$ cat src/rtl/ps2_kbmat_pkg.sv
// Shared constants, receive FSM states and the PS/2 set-2 to Z88 key matrix
// lookup used by ps2_kbmat and ps2_rx_frame.
package ps2_kbmat_pkg;

  localparam logic [7:0] CODE_E0   = 8'hE0;
  localparam logic [7:0] CODE_F0   = 8'hF0;
  localparam logic [7:0] CODE_E1   = 8'hE1;
  localparam logic [7:0] CODE_AA   = 8'hAA;
  localparam logic [7:0] CODE_FA   = 8'hFA;
  localparam logic [7:0] CODE_OVR0 = 8'h00;
  localparam logic [7:0] CODE_OVRF = 8'hFF;

  typedef enum logic [1:0] {
    ST_IDLE,
    ST_DATA,
    ST_PARITY,
    ST_STOP
  } rx_state_t;

  // Returns {valid, idx}; idx = row*8 + col of the Z88 matrix.
  function automatic logic [6:0] key_lookup(input logic e0, input logic [7:0] code);
    logic [6:0] r;
    r = 7'd0;
    case ({e0, code})
      9'h03E: r = {1'b1, 6'd0};
      9'h03D: r = {1'b1, 6'd1};
      9'h031: r = {1'b1, 6'd2};
      9'h033: r = {1'b1, 6'd3};
      9'h035: r = {1'b1, 6'd4};
      9'h036: r = {1'b1, 6'd5};
      9'h05A: r = {1'b1, 6'd6};
      9'h066: r = {1'b1, 6'd7};
      9'h043: r = {1'b1, 6'd8};
      9'h03C: r = {1'b1, 6'd9};
      9'h032: r = {1'b1, 6'd10};
      9'h034: r = {1'b1, 6'd11};
      9'h02C: r = {1'b1, 6'd12};
      9'h02E: r = {1'b1, 6'd13};
      9'h055: r = {1'b1, 6'd14};
      9'h05D: r = {1'b1, 6'd15};
      9'h044: r = {1'b1, 6'd16};
      9'h03B: r = {1'b1, 6'd17};
      9'h02A: r = {1'b1, 6'd18};
      9'h02B: r = {1'b1, 6'd19};
      9'h02D: r = {1'b1, 6'd20};
      9'h025: r = {1'b1, 6'd21};
      9'h04E: r = {1'b1, 6'd22};
      9'h05B: r = {1'b1, 6'd23};
      9'h046: r = {1'b1, 6'd24};
      9'h042: r = {1'b1, 6'd25};
      9'h021: r = {1'b1, 6'd26};
      9'h023: r = {1'b1, 6'd27};
      9'h024: r = {1'b1, 6'd28};
      9'h026: r = {1'b1, 6'd29};
      9'h054: r = {1'b1, 6'd30};
      9'h052: r = {1'b1, 6'd31};
      9'h045: r = {1'b1, 6'd32};
      9'h04B: r = {1'b1, 6'd33};
      9'h022: r = {1'b1, 6'd34};
      9'h01B: r = {1'b1, 6'd35};
      9'h01D: r = {1'b1, 6'd36};
      9'h01E: r = {1'b1, 6'd37};
      9'h029: r = {1'b1, 6'd38};
      9'h04C: r = {1'b1, 6'd39};
      9'h04D: r = {1'b1, 6'd40};
      9'h041: r = {1'b1, 6'd41};
      9'h01A: r = {1'b1, 6'd42};
      9'h015: r = {1'b1, 6'd43};
      9'h016: r = {1'b1, 6'd44};
      9'h00D: r = {1'b1, 6'd45};
      9'h00E: r = {1'b1, 6'd46};
      9'h04A: r = {1'b1, 6'd47};
      9'h049: r = {1'b1, 6'd48};
      9'h058: r = {1'b1, 6'd49};
      9'h01C: r = {1'b1, 6'd50};
      9'h076: r = {1'b1, 6'd51};
      9'h014: r = {1'b1, 6'd52};
      9'h011: r = {1'b1, 6'd53};
      9'h012: r = {1'b1, 6'd54};
      9'h005: r = {1'b1, 6'd55};
      9'h059: r = {1'b1, 6'd56};
      9'h174: r = {1'b1, 6'd57};
      9'h172: r = {1'b1, 6'd58};
      9'h175: r = {1'b1, 6'd59};
      9'h16B: r = {1'b1, 6'd60};
      9'h171: r = {1'b1, 6'd61};
      9'h006: r = {1'b1, 6'd62};
      9'h004: r = {1'b1, 6'd63};
      default: r = 7'd0;
    endcase
    return r;
  endfunction

endpackage

$ cat src/rtl/ps2_rx_frame.sv
// PS/2 receive front end: pin synchronisers, ps2_clk glitch filter, frame FSM
// and mid-frame timeout. Optional odd-parity check under PS2_PARITY_CHK_EN.
module ps2_rx_frame
  import ps2_kbmat_pkg::*;
#(
  parameter int FILT_LEN = 8,
  parameter int TIMEOUT  = 10000
) (
  input  logic       mck,
  input  logic       rin,
  input  logic       ps2_clk,
  input  logic       ps2_dat,
  output logic [7:0] rx_byte,
  output logic       rx_vld,
  output logic       rx_err,
  output logic       flag_clr
);

  localparam int FW = $clog2(FILT_LEN + 1);
  localparam int TW = $clog2(TIMEOUT + 1);

  logic          clk_p0, clk_p1, dat_p0, dat_p1;
  logic          filt_lvl, filt_prev;
  logic [FW-1:0] filt_cnt;
  logic          fall;

  rx_state_t     state, state_n;
  logic [2:0]    bit_cnt, bit_cnt_n;
  logic [7:0]    shreg, shreg_n;
  logic          par_bit, par_n;
  logic [TW-1:0] to_cnt, to_n;
  logic [7:0]    byte_n;
  logic          vld_n, err_n, clr_n;

  // Stage p0/p1: synchronisers, then the filtered clock level
  always_ff @(posedge mck) begin
    if (rin) begin
      clk_p0    <= 1'b1;
      clk_p1    <= 1'b1;
      dat_p0    <= 1'b1;
      dat_p1    <= 1'b1;
      filt_lvl  <= 1'b1;
      filt_prev <= 1'b1;
      filt_cnt  <= '0;
    end else begin
      clk_p0    <= ps2_clk;
      clk_p1    <= clk_p0;
      dat_p0    <= ps2_dat;
      dat_p1    <= dat_p0;
      filt_prev <= filt_lvl;
      if (clk_p1 == filt_lvl) begin
        filt_cnt <= '0;
      end else if (filt_cnt == FW'(FILT_LEN - 1)) begin
        filt_lvl <= clk_p1;
        filt_cnt <= '0;
      end else begin
        filt_cnt <= filt_cnt + 1'b1;
      end
    end
  end

  assign fall = filt_prev & ~filt_lvl;

  always_comb begin
    state_n   = state;
    bit_cnt_n = bit_cnt;
    shreg_n   = shreg;
    par_n     = par_bit;
    byte_n    = rx_byte;
    vld_n     = 1'b0;
    err_n     = 1'b0;
    clr_n     = 1'b0;
    to_n      = '0;
    if (state != ST_IDLE && !fall) to_n = to_cnt + 1'b1;

    case (state)
      ST_IDLE: begin
        if (fall) begin
          if (!dat_p1) begin
            state_n   = ST_DATA;
            bit_cnt_n = 3'd0;
          end else begin
            err_n = 1'b1;
          end
        end
      end
      ST_DATA: begin
        if (fall) begin
          shreg_n   = {dat_p1, shreg[7:1]};
          bit_cnt_n = bit_cnt + 1'b1;
          if (bit_cnt == 3'd7) state_n = ST_PARITY;
        end
      end
      ST_PARITY: begin
        if (fall) begin
          par_n   = dat_p1;
          state_n = ST_STOP;
        end
      end
      ST_STOP: begin
        if (fall) begin
          state_n = ST_IDLE;
          if (!dat_p1) begin
            err_n = 1'b1;
`ifdef PS2_PARITY_CHK_EN
          end else if (!(^{shreg, par_bit})) begin
            err_n = 1'b1;
            clr_n = 1'b1;
`endif
          end else begin
            byte_n = shreg;
            vld_n  = 1'b1;
          end
        end
      end
      default: state_n = ST_IDLE;
    endcase

    // A stalled frame is abandoned and any pending prefixes are dropped
    if (state != ST_IDLE && !fall && to_cnt == TW'(TIMEOUT - 1)) begin
      state_n = ST_IDLE;
      err_n   = 1'b1;
      clr_n   = 1'b1;
      to_n    = '0;
    end
  end

  // Stage p2: frame state and registered byte/valid/error outputs
  always_ff @(posedge mck) begin
    if (rin) begin
      state    <= ST_IDLE;
      bit_cnt  <= 3'd0;
      shreg    <= 8'd0;
      par_bit  <= 1'b0;
      to_cnt   <= '0;
      rx_byte  <= 8'd0;
      rx_vld   <= 1'b0;
      rx_err   <= 1'b0;
      flag_clr <= 1'b0;
    end else begin
      state    <= state_n;
      bit_cnt  <= bit_cnt_n;
      shreg    <= shreg_n;
      par_bit  <= par_n;
      to_cnt   <= to_n;
      rx_byte  <= byte_n;
      rx_vld   <= vld_n;
      rx_err   <= err_n;
      flag_clr <= clr_n;
    end
  end

endmodule

$ cat src/rtl/ps2_kbmat.sv
// PS/2 set-2 keyboard to Z88 64-bit key matrix for the Blink row scanner.
// Build option PS2_PARITY_CHK_EN enables odd-parity checking in ps2_rx_frame.
module ps2_kbmat
  import ps2_kbmat_pkg::*;
#(
  parameter int FILT_LEN = 8,
  parameter int TIMEOUT  = 10000
) (
  input  logic        mck,
  input  logic        rin,
  input  logic        ps2_clk,
  input  logic        ps2_dat,
  output logic [63:0] kbmat,
  output logic        key_evt,
  output logic [7:0]  scancode,
  output logic        frame_err
);

  logic [7:0] rx_byte;
  logic       rx_vld, rx_err, flag_clr;
  logic       e0, f0;
  logic [2:0] skip;
  logic [6:0] lk;

  ps2_rx_frame #(
    .FILT_LEN(FILT_LEN),
    .TIMEOUT (TIMEOUT)
  ) u_rx (
    .mck     (mck),
    .rin     (rin),
    .ps2_clk (ps2_clk),
    .ps2_dat (ps2_dat),
    .rx_byte (rx_byte),
    .rx_vld  (rx_vld),
    .rx_err  (rx_err),
    .flag_clr(flag_clr)
  );

  assign scancode  = rx_byte;
  assign frame_err = rx_err;
  assign lk        = key_lookup(e0, rx_byte);

  // Stage p3: byte decode into the key matrix
  always_ff @(posedge mck) begin
    if (rin) begin
      kbmat   <= 64'd0;
      key_evt <= 1'b0;
      e0      <= 1'b0;
      f0      <= 1'b0;
      skip    <= 3'd0;
    end else begin
      key_evt <= 1'b0;
      if (flag_clr) begin
        e0 <= 1'b0;
        f0 <= 1'b0;
      end else if (rx_vld) begin
        if (skip != 3'd0) begin
          skip <= skip - 3'd1;
        end else begin
          case (rx_byte)
            CODE_E0: e0 <= 1'b1;
            CODE_F0: f0 <= 1'b1;
            CODE_E1: skip <= 3'd7;
            CODE_AA, CODE_FA: ;
            CODE_OVR0, CODE_OVRF: begin
              kbmat   <= 64'd0;
              key_evt <= |kbmat;
              e0      <= 1'b0;
              f0      <= 1'b0;
            end
            default: begin
              e0 <= 1'b0;
              f0 <= 1'b0;
              // Bit equal to f0 means the make/break actually changes it
              if (lk[6] && kbmat[lk[5:0]] == f0) begin
                kbmat[lk[5:0]] <= ~f0;
                key_evt        <= 1'b1;
              end
            end
          endcase
        end
      end
    end
  end

endmodule

$ cat config.mk
export PLATFORM = sky130hd
export DESIGN_NAME = ps2_kbmat
export DESIGN_NICKNAME = d
export VERILOG_FILES = /design/src/rtl/ps2_kbmat_pkg.sv /design/src/rtl/ps2_rx_frame.sv /design/src/rtl/ps2_kbmat.sv
export SDC_FILE = /design/constraint.sdc
export NUM_CORES = 1
export LEC_CHECK = 0
export BUFFER_PORTS_ARGS = -buffer_cell sky130_fd_sc_hd__buf_2
export CORE_MARGIN = 2
export CORE_UTILIZATION = 45
export CTS_BUF_LIST = sky130_fd_sc_hd__clkbuf_4 sky130_fd_sc_hd__clkbuf_8
export DETAILED_ROUTE_END_ITERATION = 7
export HOLD_SLACK_MARGIN = 0.02
export PLACE_DENSITY_LB_ADDON = 0.08
export REMOVE_ABC_BUFFERS = 1
export SLEW_MARGIN = 5
export SYNTH_ARGS = -nofsm -noshare
export SYNTH_HDL_FRONTEND = slang
export SYNTH_SLANG_ARGS = --single-unit
$ cat constraint.sdc
create_clock -name mck -period 4.7 [get_ports mck]
set_input_delay 0.94 -clock mck [delete_from_list [all_inputs] [get_ports mck]]
set_output_delay 0.94 -clock mck [all_outputs]
set_load 0.01 [all_outputs]
==> results.py <==
metrics = {
    "drt": {
        "num_vias": 8800,
        "drt_iter0_drc": 888,
        "wl_per_cell_um": 22.6,
        "drt-pass1-iter-count": 8,
        "antenna_left": 0,
        "drc": 0,
        "routed_via_density": 6.36,
        "wl_um": 31300,
    },
    "placed_design": {
        "placed_area_um2": 9260,
        "place_inst": 1351,
        "io_buffers": 77,
        "place.detailed.hpwl_um": 23100,
        "place.gp.congestion": 0.991,
    },
    "worst_setup_path": {
        "max_stage_delay_ps": 460,
        "path_class": "flop to flop",
        "path_buf_inv": 2,
        "crit_arrival_ps": 4840,
        "cp_cell_sequence": "buf_4, or4b_1, a31oi_1, a311o_1, a31o_2, a211oi_4, a221oi_2, o221ai_2, a2111oi_4, o21ai_2, or2_4, buf_12, o211a_4, o311a_1",
        "critPathLaunchType": "flop",
        "cp_max_fo": 51,
        "crit_family": "compound AO/OA/AOI/OAI gates",
        "cp-end-kind": "flop",
        "cp_slowest_cell": "dfxtp_2",
        "cp_data_required_time_ps": 5050,
    },
    "synthesis": {
        "synth.distinct_cells": 93,
        "synth_edf_count": 0,
        "synth-seq-area-share_pct": 28.6,
        "synth.top_cell.area_share_pct": 28.6,
        "synth-seq-cells": 118,
        "yosys.area.top_type": "dfxtp_1",
        "yosys_most_used_dff": "dfxtp_1",
        "synth_cells": 1049,
        "ys_warn_count": 0,
        "synthArstFlopShare_pct": 0,
        "synthTopCellsByArea": "dfxtp_1 (29%), a31oi_1 (7.1%), nor2_1 (5.8%), a211oi_2 (3.8%), nand3_1 (3.4%)",
        "synth_area_per_cell_um2": 7.88,
        "synth_area_um2": 8270,
    },
    "clock_tree": {
        "path_clk_slew_ps": 90,
        "clockRootBuffer": "clkbuf_8",
        "numCtsBuffers": 17,
        "h-tree-depth": 4,
        "cts_sinks": 118,
        "insertion_delay_ps": 470,
        "cts_tree": "yes",
        "clockBufferDepth": 2,
    },
    "pwr": {
        "p_per_area_nw_per_um2": 207,
        "p_leak_nw": 3.62,
        "ir_worst_vdd_mv": 0.196,
    },
    "timing": {
        "period_needed_ps": 4490,
        "setup-violations-final": 0,
        "fin_skew_ps": 19.7,
        "drv_slew": 0,
        "timing.final.crit_share_pct": 95.5,
        "worst_slew_pin_slew_ps": 779,
        "max_slew_margin_pct": 47.6,
        "rsz0062_at_grt": "no",
        "finalHoldViolCount": 0,
        "timing.setup.tns_ps": 0,
        "fmax_mhz": 223,
    },
    "layout": {
        "drive_above_1_share_pct": 25.6,
        "n_fill_cell": 1788,
        "utilization_pct": 53.7,
        "design_area_um2": 9670,
        "stdcell_count": 1383,
        "syn2layout_area_growth_pct": 17.0,
        "regArea_um2": 2370,
        "nets": 1155,
        "diodes": 0,
        "multi_input_area_um2": 5350,
    },
    "global_routing": {
        "antenna_found_initial": 0,
        "grt_pass1_vias": 8225,
        "grt_overflow_total": 0,
        "grt.total_usage_pct": 31.8,
        "grt_pass1_wl_um": 48700,
        "grt_max_degree": 57,
    },
    "floorplan": {
        "io_pins": 78,
        "die-area_um2": 19500,
        "die_y_um": 140,
        "core-area_um2": 18000,
        "start_util_pct": 45.9,
        "fp.dieW_um": 140,
        "core.rowCount": 49,
    },
    "run": {
        "maxCapViolCount": 0,
    },
    "hold_path": {
        "hp-class": "flop to flop",
    },
    "outcome": {
        "status": "complete, no violations",
    },
}
## cells in the final DEF (no fill, tap or decap), drive strengths merged, types with 5 or more instances in the layout
cell      n
a211oi   55
mux2i     5
nor2    132
nand4    10
o311a     6
ha       10
buf     171
or3      13
o211ai    7
nor4     25
dfxtp   118
nor3     39
nand3    57
a41oi    13
a31oi    95
nor2b    13
o21ai    24
clkbuf   17
mux2     14
xnor2    13
or2      10
a221oi    6
o31ai     7
inv      29
nand2b   16
a21oi    48
and3     15
nand4b    5
nand2    69
a41o      5
or4b      6
xor2      8
o22ai     6
and4      5
nand3b    8
## state kept, by name, summed over array words and instances, names as in the netlist
register,cells
u_rx.to_cnt,14
u_rx.bit_cnt,3
f0,1
u_rx.flag_clr,1
u_rx.filt_prev,1
u_rx.filt_cnt,4
u_rx.shreg,8
u_rx.rx_vld,1
u_rx.filt_lvl,1
e0,1
u_rx.rx_err,1
u_rx.clk_p0,1
u_rx.state,2
u_rx.dat_p0,1
u_rx.clk_p1,1
u_rx.dat_p1,1
key_evt,1
kbmat,64
u_rx.rx_byte,8
skip,3
## cell usage after synthesis, types with 6 or more instances
| library cell | count |
|---|---|
| xor2_1 | 8 |
| ha_1 | 10 |
| nor3_1 | 34 |
| and3_1 | 15 |
| inv_1 | 19 |
| or3_1 | 13 |
| a31oi_1 | 94 |
| nor4_1 | 22 |
| o211ai_1 | 6 |
| a211oi_1 | 29 |
| nor2b_1 | 13 |
| mux2_2 | 13 |
| o311a_1 | 6 |
| o21ai_0 | 20 |
| or2_2 | 8 |
| buf_2 | 26 |
| nor2_1 | 128 |
| a21oi_1 | 48 |
| buf_6 | 7 |
| nand3_1 | 57 |
| dfxtp_1 | 118 |
| nand4_1 | 9 |
| a211oi_2 | 25 |
| nand2b_1 | 16 |
| nand2_1 | 67 |
| o31ai_1 | 6 |
| nand3b_1 | 8 |
| o22ai_1 | 6 |
| buf_4 | 16 |
| a41oi_1 | 13 |
| clkbuf_1 | 48 |
| xnor2_1 | 13 |
## timing repair
item | 4_1_cts | 5_1_grt
buffers inserted | 0 | 0
hold buffers | 0 | 0
resized for setup | 0 | 5
endpoints found under the setup margin | 0 | 50
## path summary, 6_finish.rpt
| kind | slack (ps) | endpoint | cells after the start | start |
|---|---|---|---|---|
| min | 410 | u_rx.dat_p1$_SDFF_PP1_ | 1 | u_rx.dat_p0$_SDFF_PP1_ |
| max reg2reg | 210 | kbmat[21]$_SDFFE_PP0P_ | 14 | u_rx.rx_byte[2]$_SDFFE_PP0P_ |
| max | 210 | kbmat[21]$_SDFFE_PP0P_ | 14 | u_rx.rx_byte[2]$_SDFFE_PP0P_ |
| min reg2reg | 410 | u_rx.dat_p1$_SDFF_PP1_ | 1 | u_rx.dat_p0$_SDFF_PP1_ |
## kinds of logic (layout without fill, tap and decap cells)
| logic type | after synthesis | after routing | synth area share, % |
|---|---|---|---|
| buffers and inverters | 117 | 222 | 7.08 |
| adders and majority gates | 10 | 10 | 1.51 |
| AOI/OAI and AO/OA | 315 | 315 | 29.2 |
| xor gates and xnor gates | 21 | 21 | 2.22 |
| DFF | 118 | 118 | 28.6 |
| muxes | 19 | 19 | 2.51 |
| and+or+nand+nor | 449 | 449 | 29.0 |
## final cells by class
class | instances | area share [%]
Multi-Input combinational cell | 814 | 55.3
Sequential cell | 118 | 24.5
Timing Repair Buffer | 171 | 12.2
Tap cell | 229 | 2.96
Clock buffer | 17 | 2.42
Clock inverter | 15 | 1.84
Inverter | 19 | 0.737
## power breakdown
group | leakage (nW) | internal, W | switching [W] | total [W]
clock network | 0.206 | 0.000410 | 0.000571 | 0.000981
registers | 0.954 | 0.00100 | 0.00000124 | 0.00100
logic | 2.46 | 0.00000452 | 0.0000198 | 0.0000244
total | 3.62 | 0.00142 | 0.000592 | 0.00201
## metal layers
layer | global-route usage [%] | up-vias | share of wire (%)
met4 | 14.4 | 0 | 4.0
met1 | 42.3 | 4199 | 44
met5 | 0 | - | 0
met3 | 5.26 | 69 | 6.0
met2 | 50.7 | 356 | 46
li1 | - | 4176 | -
## per-stage QoR
stage	hold slack [ps]	total power, W	setup slack (ps)
after global routing	428	0.00208	12.1
final	414	0.00201	211
after detailed placement	394	0.00105	131
after CTS	416	0.00203	111
after global placement	393	0.00105	109
after floorplan	389	0.00103	-3010
(Power assumes the default switching activity.)
